`src/rtl/amm_cfg_master_if.sv`:
```
// Avalon-MM bus bundle shared by the config master and the target register map.
// The master drives the command side; the slave drives the response side.
interface avalon_mm_if #(
    parameter int DATA_WIDTH = 32,
    parameter int ADDR_WIDTH = 4
);
    logic [ADDR_WIDTH-1:0] address;
    logic                  write;
    logic [DATA_WIDTH-1:0] writedata;
    logic                  read;
    logic                  waitrequest;
    logic [DATA_WIDTH-1:0] readdata;
    logic                  readdatavalid;

    modport master (
        output address, write, writedata, read,
        input  waitrequest, readdata, readdatavalid
    );

    modport slave (
        input  address, write, writedata, read,
        output waitrequest, readdata, readdatavalid
    );
endinterface

```
`src/rtl/amm_cfg_master.sv`:
```
// Loads a pattern into a small Avalon-MM register map with control bit 0 held off
// during the load, then optionally reads everything back and flags the first bad address.
module amm_cfg_master #(
    parameter int DATA_WIDTH = 32,
    parameter int REG_DEPTH  = 3,
    parameter int ADDR_WIDTH = REG_DEPTH + 1,
    parameter int TIMEOUT    = 16
) (
    input  logic                                 clk_i,
    input  logic                                 rst_n_i,
    avalon_mm_if.master                          amm_master_if,
    input  logic                                 start_i,
    input  logic [REG_DEPTH-1:0][DATA_WIDTH-1:0] pattern_i,
    input  logic                                 enable_i,
    input  logic                                 verify_i,
    output logic                                 busy_o,
    output logic                                 done_o,
    output logic                                 error_o,
    output logic [ADDR_WIDTH-1:0]                fail_addr_o
);

    typedef enum logic [2:0] {IDLE, WRITE, READ, WAIT_RD, DONE} state_t;

    localparam int                    TW      = $clog2(TIMEOUT + 1);
    localparam logic [ADDR_WIDTH-1:0] LAST_WR = ADDR_WIDTH'(REG_DEPTH + 1);
    localparam logic [ADDR_WIDTH-1:0] LAST_RD = ADDR_WIDTH'(REG_DEPTH);
    localparam logic [TW-1:0]         T_MAX   = TW'(TIMEOUT - 1);

    state_t                               state, state_nx;
    logic [ADDR_WIDTH-1:0]                idx;
    logic [TW-1:0]                        tcnt;
    logic [REG_DEPTH-1:0][DATA_WIDTH-1:0] pat_q;
    logic                                 enable_q, verify_q;
    logic                                 error_q;
    logic [ADDR_WIDTH-1:0]                fail_q;

    logic [ADDR_WIDTH-1:0] word_idx, beat_addr;
    logic [DATA_WIDTH-1:0] pat_word, beat_data;
    logic                  is_ctrl, wait_req, rd_vld, mismatch, tmo;

    assign wait_req = amm_master_if.waitrequest;
    assign rd_vld   = amm_master_if.readdatavalid;

    // Beat index -> address/value. Write beats are ctrl, pattern..., ctrl; read beats
    // are pattern..., ctrl. The same mapping gives the expected readback value.
    always_comb begin
        word_idx = (state == WRITE) ? idx - ADDR_WIDTH'(1) : idx;
        pat_word = '0;
        for (int k = 0; k < REG_DEPTH; k++)
            if (word_idx == ADDR_WIDTH'(k)) pat_word = pat_q[k];
        is_ctrl   = (state == WRITE) ? (idx == '0 || idx == LAST_WR) : (idx == LAST_RD);
        beat_addr = is_ctrl ? '0 : ((state == WRITE) ? idx : idx + ADDR_WIDTH'(1));
        if (state == WRITE && idx == '0) beat_data = '0;
        else if (is_ctrl)                beat_data = {{(DATA_WIDTH-1){1'b0}}, enable_q};
        else                             beat_data = pat_word;
    end

    assign mismatch = (state == WAIT_RD) && rd_vld && (amm_master_if.readdata != beat_data);
    assign tmo      = (state == WAIT_RD) && !rd_vld && (tcnt == T_MAX);

    always_ff @(posedge clk_i or negedge rst_n_i) begin
        if (!rst_n_i) state <= IDLE;
        else          state <= state_nx;
    end

    always_comb begin
        state_nx = state;
        case (state)
            IDLE:    if (start_i) state_nx = WRITE;
            WRITE:   if (!wait_req && idx == LAST_WR) state_nx = verify_q ? READ : DONE;
            READ:    if (!wait_req) state_nx = WAIT_RD;
            WAIT_RD: begin
                if (rd_vld)   state_nx = (idx == LAST_RD) ? DONE : READ;
                else if (tmo) state_nx = DONE;
            end
            DONE:    state_nx = IDLE;
            default: state_nx = IDLE;
        endcase
    end

    always_comb begin
        amm_master_if.write     = (state == WRITE);
        amm_master_if.read      = (state == READ);
        amm_master_if.address   = (state == WRITE || state == READ) ? beat_addr : '0;
        amm_master_if.writedata = (state == WRITE) ? beat_data : '0;
        busy_o      = (state != IDLE);
        done_o      = (state == DONE);
        error_o     = error_q;
        fail_addr_o = fail_q;
    end

    always_ff @(posedge clk_i or negedge rst_n_i) begin
        if (!rst_n_i) begin
            idx      <= '0;
            tcnt     <= '0;
            pat_q    <= '0;
            enable_q <= 1'b0;
            verify_q <= 1'b0;
            error_q  <= 1'b0;
            fail_q   <= '0;
        end else begin
            if (state == IDLE && start_i) begin
                pat_q    <= pattern_i;
                enable_q <= enable_i;
                verify_q <= verify_i;
                error_q  <= 1'b0;
                fail_q   <= '0;
                idx      <= '0;
            end
            if (state == WRITE && !wait_req)
                idx <= (idx == LAST_WR) ? '0 : idx + ADDR_WIDTH'(1);
            if (state == WAIT_RD && rd_vld)
                idx <= idx + ADDR_WIDTH'(1);
            tcnt <= (state == WAIT_RD && !rd_vld) ? tcnt + TW'(1) : '0;
            // Only the first failure is recorded; later mismatches keep the readback going.
            if ((mismatch || tmo) && !error_q) begin
                error_q <= 1'b1;
                fail_q  <= beat_addr;
            end
        end
    end

endmodule

```
`src/flat_wrapper.sv`:
```
// flat-port wrapper written by rule: the top's interface ports become plain ports
module amm_cfg_master_flat 
#(
    parameter int DATA_WIDTH = 32,
    parameter int REG_DEPTH  = 3,
    parameter int ADDR_WIDTH = REG_DEPTH + 1,
    parameter int TIMEOUT    = 16
)
  (clk_i, rst_n_i, start_i, pattern_i, enable_i, verify_i, busy_o, done_o, error_o, fail_addr_o, amm_master_if_address, amm_master_if_write, amm_master_if_writedata, amm_master_if_read, amm_master_if_waitrequest, amm_master_if_readdata, amm_master_if_readdatavalid);
  avalon_mm_if #(.DATA_WIDTH(DATA_WIDTH), .ADDR_WIDTH(ADDR_WIDTH)) amm_master_if_i ();
  input  logic clk_i;
  input  logic rst_n_i;
  input  logic start_i;
  input  logic [REG_DEPTH-1:0][DATA_WIDTH-1:0] pattern_i;
  input  logic enable_i;
  input  logic verify_i;
  output logic busy_o;
  output logic done_o;
  output logic error_o;
  output logic [ADDR_WIDTH-1:0] fail_addr_o;
  output wire logic [$bits(amm_master_if_i.address)-1:0] amm_master_if_address;
  output wire logic [$bits(amm_master_if_i.write)-1:0] amm_master_if_write;
  output wire logic [$bits(amm_master_if_i.writedata)-1:0] amm_master_if_writedata;
  output wire logic [$bits(amm_master_if_i.read)-1:0] amm_master_if_read;
  input wire logic [$bits(amm_master_if_i.waitrequest)-1:0] amm_master_if_waitrequest;
  input wire logic [$bits(amm_master_if_i.readdata)-1:0] amm_master_if_readdata;
  input wire logic [$bits(amm_master_if_i.readdatavalid)-1:0] amm_master_if_readdatavalid;
  assign amm_master_if_address = amm_master_if_i.address;
  assign amm_master_if_write = amm_master_if_i.write;
  assign amm_master_if_writedata = amm_master_if_i.writedata;
  assign amm_master_if_read = amm_master_if_i.read;
  assign amm_master_if_i.waitrequest = amm_master_if_waitrequest;
  assign amm_master_if_i.readdata = amm_master_if_readdata;
  assign amm_master_if_i.readdatavalid = amm_master_if_readdatavalid;
  amm_cfg_master #(.DATA_WIDTH(DATA_WIDTH), .REG_DEPTH(REG_DEPTH), .ADDR_WIDTH(ADDR_WIDTH), .TIMEOUT(TIMEOUT)) u_core (.clk_i(clk_i), .rst_n_i(rst_n_i), .amm_master_if(amm_master_if_i), .start_i(start_i), .pattern_i(pattern_i), .enable_i(enable_i), .verify_i(verify_i), .busy_o(busy_o), .done_o(done_o), .error_o(error_o), .fail_addr_o(fail_addr_o));
endmodule
```
`config.mk`:
```
export PLATFORM = sky130hd
export DESIGN_NAME = amm_cfg_master_flat
export DESIGN_NICKNAME = d
export VERILOG_FILES = /design/src/rtl/amm_cfg_master_if.sv /design/src/rtl/amm_cfg_master.sv /design/src/flat_wrapper.sv
export SDC_FILE = /design/constraint.sdc
export NUM_CORES = 1
export LEC_CHECK = 0
export BUFFER_PORTS_ARGS = -buffer_cell sky130_fd_sc_hd__buf_2
export CAP_MARGIN = 20
export CORE_MARGIN = 10
export CORE_UTILIZATION = 41
export DETAILED_ROUTE_END_ITERATION = 8
export MAX_ROUTING_LAYER = met4
export PLACE_DENSITY = 0.76
export REMOVE_ABC_BUFFERS = 1
export SETUP_SLACK_MARGIN = 0.3
export SYNTH_ARGS = -nofsm -noshare
export SYNTH_HDL_FRONTEND = slang
export SYNTH_SLANG_ARGS = --single-unit
```
`constraint.sdc`:
```
create_clock -name clk_i -period 3.43 [get_ports clk_i]
set_input_delay 0 -clock clk_i [delete_from_list [all_inputs] [get_ports clk_i]]
set_output_delay 0 -clock clk_i [all_outputs]
set_load 0.01 [all_outputs]
```
==> flow_summary.ini, run 1 <==
[run_status]
status = finished, final reports clean

[power_and_ir_drop]
power_mw = 11.12
p_leak_nw = 4.983
powerDensity_mw_per_mm2 = 1088
peakVddDrop_mv = 0.5931

[hold_path]
min_path_type = input pin to register

[floorplanning]
initial_core_util = 0.4185
die_w_microns = 147.3
die_h_microns = 147.3
io-pin-count = 180
fp.dieArea_sq_mm = 0.02171
coreArea_sq_mm = 0.01589
num_rows = 46

[worst_setup_path]
worstPathCellList = inv_1 > ha_2 > inv_1 > and4_4 > buf_12 > o31a_1 > buf_12 > a2bb2oi_2 > o32a_1 > xnor2_1 > nor4_2 > buf_4 > nand4_1 > o31a_1 > a21o_1
start_kind = register
cp_max_fo = 14
cpPeakStageDelay_ps = 400
path_class = register to register
critical_path_arrival_ps = 3690
cp_slowest_cell = o31a_1
endpoint_kind = register
critPathRequiredTime_ps = 3750

[sta]
maxSlewViolCount = 0
setup_viol = 0
fin_crit_sh = 0.9851
skew_ps = 8.621
max_freq_mhz = 296.0
worst_pin_slew_ps = 879.4
relSlewSlack = 0.4138
rsz0062_at_grt = yes
finalHoldViolCount = 0
min_period_ps = 3379

[route]
wl_mm = 24.89
drt_iter0_drc = 513
ant_nets = 0
first_pass_iters = 8
routed_via_density = 5.355
drt_drc_violations_left = 0
wl_per_cell_microns = 18.17
vias = 7337

[place]
io_buffers = 179
place_inst = 1223
gp_congestion = 0.9539
dpl.hpwl_mm = 16.61

[synth]
netlist_instances = 819
syn-mean-instance-area_sq_um = 8.117
synth_top_area_frac = 0.4329
synth_edf_count = 0
ys_types = 68
ys_seq_area_frac = 0.4329
synth_common_cells = nand2_1, dfrtp_1, nor2_1
yosys_most_used_dff = dfrtp_1
synthTopCellsByArea = dfrtp_1, nand2_1, nor2_1
synth.largest_area_cell = dfrtp_1
netlist_area_sq_mm = 0.006648
ys_ff_latch = 115
synth.most_common_cell = nand2_1
ys.warnings.count = 0
async_flop_share = 1.000

[clock_network]
numClockSinks = 115
clockBufferDepth = 2
root_buffer = clkbuf_16
numCtsBuffers = 17
insertion_delay_ps = 430
htree_levels = 4
clk_pin_slew_worst_paths_ps = 60
cts_tree = built

[final_layout]
nets = 1278
syn2layout_area_growth_pct = 53.77
fill_cells = 1302
fin_cells = 1370
drive_gt1_frac = 0.3021
seq_area_sq_mm = 0.002879
multi_input_area_sq_mm = 0.003645

[global_routing]
grt_remaining_overflow = 0
antenna_found_initial = 2
met1_usage = 0.2734
met3_usage = 0.05160
grt_start_max_net_pins = 69
top_usage_layer = met2
grt_util_met2 = 0.3560
gr-usage-all-layers = 0.2294
grt_pass1_wl_mm = 39.17
grt_pass1_vias = 7436

[job]
drv_cap = 0
==> final timing paths <==
| check | depth (start not counted) | to | slack, ps | startpoint |
|---|---|---|---|---|
| hold reg to reg | 1 | u_core.tcnt[0]$_DFF_PN0_ | 470 | u_core.tcnt[0]$_DFF_PN0_ |
| min in group asynchronous | 2 | u_core.tcnt[4]$_DFF_PN0_ | 230 | rst_n_i |
| setup / recovery | 15 | u_core.error_o$_DFFE_PN0P_ | 50 | u_core.idx[1]$_DFFE_PN0P_ |
| setup reg to reg | 15 | u_core.error_o$_DFFE_PN0P_ | 50 | u_core.idx[1]$_DFFE_PN0P_ |
| max in group asynchronous | 3 | u_core.pat_q[51]$_DFFE_PN0P_ | 2240 | rst_n_i |
| hold / removal | 3 | u_core.idx[1]$_DFFE_PN0P_ | 60 | amm_master_if_waitrequest |
==> area by class of cell <==
class / count / share of cell area
clock inverter: 14 / 0.01763
tap: 216 / 0.02644
antenna: 2 / 0.0004896
inverter: 22 / 0.008568
sequential: 115 / 0.2816
timing repair buffer: 361 / 0.2657
multi-input combinational: 622 / 0.3565
clock buffer: 18 / 0.04296
==> state kept, by name, summed over array words and instances, names as in the netlist <==
name and cells:
u_core.state 3, u_core.verify_q 1, u_core.pat_q 96, u_core.enable_q 1, u_core.idx 4, u_core.tcnt 5, u_core.error_o 1, u_core.fail_addr_o 4
==> cell usage in the layout, fill, tap and decap left out, types with 5 or more instances in the layout <==
cell type / netlist / layout
clkinvlp_4: 0 / 5
a2bb2oi_1: 14 / 7
o32ai_1: 8 / 7
inv_1: 21 / 21
xor2_1: 8 / 8
nor4b_1: 8 / 5
nand3_1: 8 / 8
dlygate4sd3_1: 0 / 100
o2bb2ai_1: 12 / 8
o21ai_0: 32 / 31
dfrtp_1: 115 / 114
nor2_1: 53 / 51
a2bb2oi_2: 0 / 7
clkbuf_16: 0 / 17
buf_2: 16 / 178
o311ai_1: 2 / 10
nand2_1: 301 / 299
o2bb2ai_2: 2 / 5
a21oi_1: 16 / 16
xnor2_1: 14 / 14
mux2i_1: 6 / 5
o311a_1: 5 / 5
o311ai_0: 16 / 8
buf_6: 6 / 5
a31oi_1: 9 / 9
o22ai_1: 20 / 20
clkinv_4: 1 / 5
nor3_1: 9 / 7
buf_12: 0 / 14
nor2b_1: 6 / 6
buf_4: 2 / 63
==> through the flow <==
stage	area (sq um)	util	hold WS [ps]	worst slack (ps)	setup TNS (ps)
2_1_floorplan	6350	-	-295.6	-718.6	-3486
3_3_place_gp	8220	0.5175	170.4	-66.62	-261.2
3_5_place_dp	8220	0.5175	185.0	-178.1	-832.1
4_1_cts	10080	0.6348	43.15	48.49	0
5_1_grt	10220	0.6435	88.11	-148.2	-695.6
6_report	10220	0.6435	58.61	51.12	0
==> routing by layer <==
layer,vias up,wire [microns]
met5,-,0
met4,0,1193
met3,95,1362
met2,296,11860
met1,3484,10480
li1,3462,-
==> repair_timing <==
item | CTS | global route
pin swaps | 14 | 17
hold buffers | 100 | 0
cloned | 0 | 0
endpoints found under the hold margin | 165 | 0
setup endpoints to repair | 5 | 16
resized for setup | 33 | 24
buffers inserted | 8 | 5
==> cell families after synthesis <==
| family | synth area share |
|---|---|
| flip-flops | 0.4329 |
| adder cells (fa/ha/maj) | 0.007529 |
| buffers and inverters | 0.05797 |
| XOR/XNOR | 0.02899 |
| multiplexers | 0.01280 |
| AO/OA/AOI/OAI | 0.1959 |
| AND/OR/NAND/NOR | 0.2639 |
==> worst max-delay path: cells and delay by family (launching register included) <==
kind                     cells  cell delay (ps)
AO/OA/AOI/OAI                5             1340
buffers and inverters        5              660
AND/OR/NAND/NOR              3              560
flip-flops                   1              390
adder cells (fa/ha/maj)      1              210
XOR/XNOR                     1               90
==> report_power, final <==
part | switching [mW] | total, mW | internal [mW]
sequential | 0.406 | 2.38 | 1.98
combinational | 3.79 | 6.89 | 3.09
clock | 0.682 | 1.85 | 1.17
Note: power is estimated with default switching activity, not from simulation.
==> run 2, diff against run 1 <==
CORE_UTILIZATION = 47   (was 41)
PLACE_DENSITY = 0.85   (was 0.76)
==> flow_summary.ini, run 2 (same netlist as run 1, synthesis figures left out) <==
[run_status]
status = finished with violations
violations = setup timing

[sta]
fin_crit_sh = 1.093
relSlewSlack = 0.3173
worst_pin_slew_ps = 1024
holdWs_ps = 66.02
rsz0062_at_grt = yes
finalHoldViolCount = 0
max_freq_mhz = 266.8
skew_ps = 11.47
min_period_ps = 3749
finalWorstSetupSlack_ps = -318.7
maxSlewViolCount = 0
setup_tns_ps = -1447
setup_viol = 5

[clock_network]
cts_tree = built
numCtsBuffers = 17
numClockSinks = 115
clk_pin_slew_worst_paths_ps = 50
clockBufferDepth = 2
insertion_delay_ps = 430
htree_levels = 4
root_buffer = clkbuf_16

[final_layout]
top_register = u_core.pat_q
syn2layout_area_growth_pct = 56.26
post-route-cell-area_sq_mm = 0.01039
final_cell_mix = nand2_1, buf_2, dfrtp_1
fill_cells = 887
fin_cells = 1347
nets = 1288
largest_register_ffs = 96
reg_top3 = u_core.pat_q: 96 flops, u_core.tcnt: 5 flops
layout_commonest_cell = nand2_1
drive_gt1_frac = 0.3210

[route]
ant_nets = 0
routed_via_density = 6.077
first_pass_iters = 8
drt_drc_violations_left = 0
wl_per_cell_microns = 21.51
vias = 8186
drt_iter0_drc = 1379
wl_mm = 28.97

[worst_setup_path]
critical_path_arrival_ps = 4060
start_kind = register
cp_max_fo = 9
cp_slowest_cell = o31a_1
cpPeakStageDelay_ps = 500
endpoint_kind = register
worstPathCellList = or3b_4 > clkinv_4 > mux2_2 > buf_4 > o22ai_1 > nand2_1 > o21ai_0 > a21oi_1 > o32ai_1 > nand4_1 > o31a_1 > a21o_1
path_class = register to register
critPathRequiredTime_ps = 3740

[power_and_ir_drop]
p_leak_nw = 5.088
p_int_mw = 6.535
swShare = 0.4560
power_frac_seq = 0.205
peakVddDrop_mv = 0.6970
p_comb_frac = 0.629
p_sw_mw = 5.477
powerDensity_mw_per_mm2 = 1156
pwr-share-clk = 0.166

[place]
io_buffers = 179
gp_congestion = 0.9632
pre_cts_ws_ps = -271.8
dpl.hpwl_mm = 16.67
place_inst = 1196
placed_area_sq_mm = 0.008155

[floorplanning]
coreArea_sq_mm = 0.01388
die_h_microns = 138.9
io-pin-count = 180
fp.dieArea_sq_mm = 0.01930
num_rows = 43
die_w_microns = 138.9
initial_core_util = 0.4789

[global_routing]
gr-usage-all-layers = 0.2687
grt_pass1_wl_mm = 41.46
grt_remaining_overflow = 0
grt_start_max_net_pins = 95
grt_pass1_vias = 7978
antenna_found_initial = 3

[job]
drv_cap = 0

[hold_path]
min_path_type = input pin to register
[run 2: routing by layer]
metal,global-route usage,vias to the layer above,part of all wire
li1,-,3500,-
met1,0.3092,3791,0.37
met2,0.4299,648,0.46
met3,0.04658,247,0.090
met4,0.1642,0,0.081
met5,-,-,0
[run 2: cell type report]
class | count | area [sq um] | share of cell area
clock inverters | 13 | 206.4 | 0.01987
multi-input cells | 622 | 3790 | 0.3649
flip-flops and latches | 115 | 2878 | 0.2770
inverters | 22 | 87.58 | 0.008432
well taps | 180 | 225.2 | 0.02168
clock buffers | 19 | 452.9 | 0.04360
diodes | 5 | 12.51 | 0.001205
repair buffers | 371 | 2735 | 0.2633
[run 2: stage by stage]
| stage | total power, mW | util |
|---|---|---|
| 2_1_floorplan | 5.858 | - |
| 3_3_place_gp | 8.170 | 0.5875 |
| 3_5_place_dp | 8.324 | 0.5875 |
| 4_1_cts | 10.74 | 0.7198 |
| 5_1_grt | 12.58 | 0.7480 |
| 6_report | 12.01 | 0.7483 |
[run 2: final timing paths]
path                            cells after the start                      endpoint  slack, ps                    startpoint
min in group asynchronous                           2      u_core.tcnt[1]$_DFF_PN0_        150                       rst_n_i
worst min-delay path                                5   u_core.state[0]$_DFFE_PN0P_         70     amm_master_if_waitrequest
worst min register to register                      2  u_core.pat_q[14]$_DFFE_PN0P_        480  u_core.pat_q[14]$_DFFE_PN0P_
worst max-delay path                               12    u_core.error_o$_DFFE_PN0P_       -320   u_core.state[1]$_DFFE_PN0P_
max in group asynchronous                           3  u_core.pat_q[57]$_DFFE_PN0P_       2500                       rst_n_i
worst max register to register                     12    u_core.error_o$_DFFE_PN0P_       -320   u_core.state[1]$_DFFE_PN0P_
[run 2: what timing repair did]
item,in CTS,in global routing
endpoints found under the hold margin,153,0
setup buffers,4,9
resized for setup,29,56
hold buffers,100,0
setup endpoints to repair,27,11
cloned,0,1
pin swaps,13,19
[run 2: worst max-delay path, delay by kind of cell (launching register included)]
kind	cells	cell delay, ps
AOI/OAI and AO/OA	6	1690
buffers and inverters	2	290
DFF	1	400
muxes	1	400
and+or+nand+nor	3	840
[run 2: power by group through the flow]
stage / sequential [mW] / combinational, mW / clock [mW]
global placement: 2.34 / 5.83 / 0
CTS: 2.35 / 6.41 / 1.98
global route: 2.49 / 8.04 / 2.04
finish: 2.46 / 7.56 / 1.99
detailed placement: 2.35 / 5.98 / 0
floorplan: 2.28 / 3.58 / 0
==> run 3, diff against run 2 <==
CELL_PAD_IN_SITES_DETAIL_PLACEMENT = 0   (was default)
CELL_PAD_IN_SITES_GLOBAL_PLACEMENT = 1   (was default)
CORE_UTILIZATION = 35   (was 47)
PLACE_DENSITY = 0.86   (was 0.85)
==> flow_summary.ini, run 3 (same netlist as run 1, synthesis figures left out) <==
[final_layout]
drive_gt1_frac = 0.2917
nets = 1288
fin_cells = 1399
largest_register_ffs = 96
layout_commonest_cell = nand2_1
reg_top3 = u_core.pat_q: 96 flops, u_core.tcnt: 5 flops
syn2layout_area_growth_pct = 52.61
final_cell_mix = nand2_1, buf_2, dfrtp_1
top_register = u_core.pat_q
final_util = 0.5423

[worst_setup_path]
cp_max_fo = 5
endpoint_kind = register
cp_slowest_cell = or4_4
path_buf_inv = 1
critPathRequiredTime_ps = 3740
start_kind = register
path_delay_family = compound AO/OA/AOI/OAI gates
path_class = register to register
cpPeakStageDelay_ps = 470
worstPathCellList = or3b_4 > buf_6 > or4_4 > a22oi_2 > o221ai_2 > xnor2_1 > a2111o_1 > nor4_2 > nand4_1 > o31a_1 > a21o_1
critical_path_arrival_ps = 3840

[floorplanning]
die_w_microns = 157.8
die_h_microns = 157.8
initial_core_util = 0.3554
io-pin-count = 180
fp.dieArea_sq_mm = 0.02491
coreArea_sq_mm = 0.01871
num_rows = 50

[clock_network]
htree_levels = 4
numClockSinks = 115
insertion_delay_ps = 420
clk_pin_slew_worst_paths_ps = 60
numCtsBuffers = 17
cts_tree = built
clockBufferDepth = 2
root_buffer = clkbuf_16

[route]
drt_iter0_drc = 445
first_pass_iters = 5
routed_via_density = 4.995
wl_mm = 24.04
wl_per_cell_microns = 17.18
vias = 6988
ant_nets = 0
drt_drc_violations_left = 0

[place]
gp_congestion = 0.8713
dpl.hpwl_mm = 17.45
io_buffers = 179
place_inst = 1257

[power_and_ir_drop]
powerDensity_mw_per_mm2 = 1078
peakVddDrop_mv = 0.5344
p_sw_mw = 4.617
pwr-share-clk = 0.175
p_leak_nw = 5.030
swShare = 0.4220
p_int_mw = 6.323
power_frac_seq = 0.217
p_comb_frac = 0.608

[sta]
finalWorstSetupSlack_ps = -106.3
maxSlewViolCount = 0
skew_ps = 9.975
finalHoldViolCount = 0
setup_viol = 5
fin_crit_sh = 1.031
rsz0062_at_grt = yes
min_period_ps = 3536
relSlewSlack = 0.5494
worst_pin_slew_ps = 675.9
max_freq_mhz = 282.8

[global_routing]
grt_remaining_overflow = 0
grt_pass1_wl_mm = 37.58
grt_start_max_net_pins = 69
grt_pass1_vias = 7161
gr-usage-all-layers = 0.1971
antenna_found_initial = 2

[run_status]
status = finished with violations
violations = setup timing

[hold_path]
min_path_type = input pin to register

[job]
drv_cap = 0
==> run 3: changes by cell type in the layout (fill, tap and decap cells not counted), sizes merged <==
cell,delta
bufinv,-1
clkinv,-1
diode,-2
clkbuf,+3
clkinvlp,-1
==> run 3: final cells by class <==
type / instances / area [sq um]
diodes: 3 / 7.507
clock buffers: 22 / 484.2
clock inverters: 10 / 152.6
fillers: 1690 / 8561
inverters: 22 / 87.58
multi-input cells: 622 / 3511
flip-flops and latches: 115 / 2878
well taps: 234 / 292.8
repair buffers: 371 / 2731
==> run 3: worst reg2reg max path, delay by kind of cell (launching register included) <==
family	cells	cell delay, ps
AOI/OAI and AO/OA	5	1450
xor gates and xnor gates	1	150
buffers and inverters	1	150
DFF	1	400
and+or+nand+nor	4	1270
==> run 3: power groups by stage <==
stage	registers [mW]	clock network, mW	logic (mW)
after global placement	2.37	0	6.13
after detailed placement	2.37	0	6.23
after global routing	2.43	2.01	7.30
final	2.38	1.91	6.65
after floorplan	2.28	0	3.58
after CTS	2.36	1.94	6.47
==> run 3: final timing paths <==
path | from | end | slack [ps] | depth (start not counted)
min reg2reg | u_core.pat_q[45]$_DFFE_PN0P_ | u_core.pat_q[45]$_DFFE_PN0P_ | 470 | 2
min | amm_master_if_waitrequest | u_core.idx[1]$_DFFE_PN0P_ | 70 | 3
max | u_core.state[2]$_DFFE_PN0P_ | u_core.error_o$_DFFE_PN0P_ | -110 | 11
max in group asynchronous | rst_n_i | u_core.pat_q[42]$_DFFE_PN0P_ | 2470 | 3
min in group asynchronous | rst_n_i | u_core.verify_q$_DFFE_PN0P_ | 150 | 2
max reg2reg | u_core.state[2]$_DFFE_PN0P_ | u_core.error_o$_DFFE_PN0P_ | -110 | 11
==> run 3: through the flow <==
step / setup WS, ps / setup TNS, ps / cell area [sq um] / power (mW) / hold slack (ps)
2_1_floorplan: -718.6 / -3486 / 6350 / 5.858 / -295.6
3_3_place_gp: -102.3 / -432.2 / 8325 / 8.502 / 56.74
3_5_place_dp: -150.7 / -702.6 / 8325 / 8.596 / 61.40
4_1_cts: 51.44 / 0 / 10050 / 10.78 / 47.52
5_1_grt: -206.6 / -943.2 / 10140 / 11.74 / 84.25
6_report: -106.3 / -456.4 / 10140 / 10.94 / 67.81
==> run 3: routing by layer <==
metal / part of all wire / global-route usage / wire (microns)
met2: 0.48 / 0.3154 / 11580
met3: 0.047 / 0.04261 / 1134
met1: 0.45 / 0.2400 / 10770
met5: 0 / - / 0
met4: 0.023 / 0.07346 / 557
==> run 3: what timing repair did <==
item,4_1_cts,5_1_grt
setup buffers,2,4
setup endpoints to repair,5,5
gates resized for setup,20,7
gates cloned,0,1
hold buffers,100,0
hold endpoints to repair,148,0
pin swaps,9,11
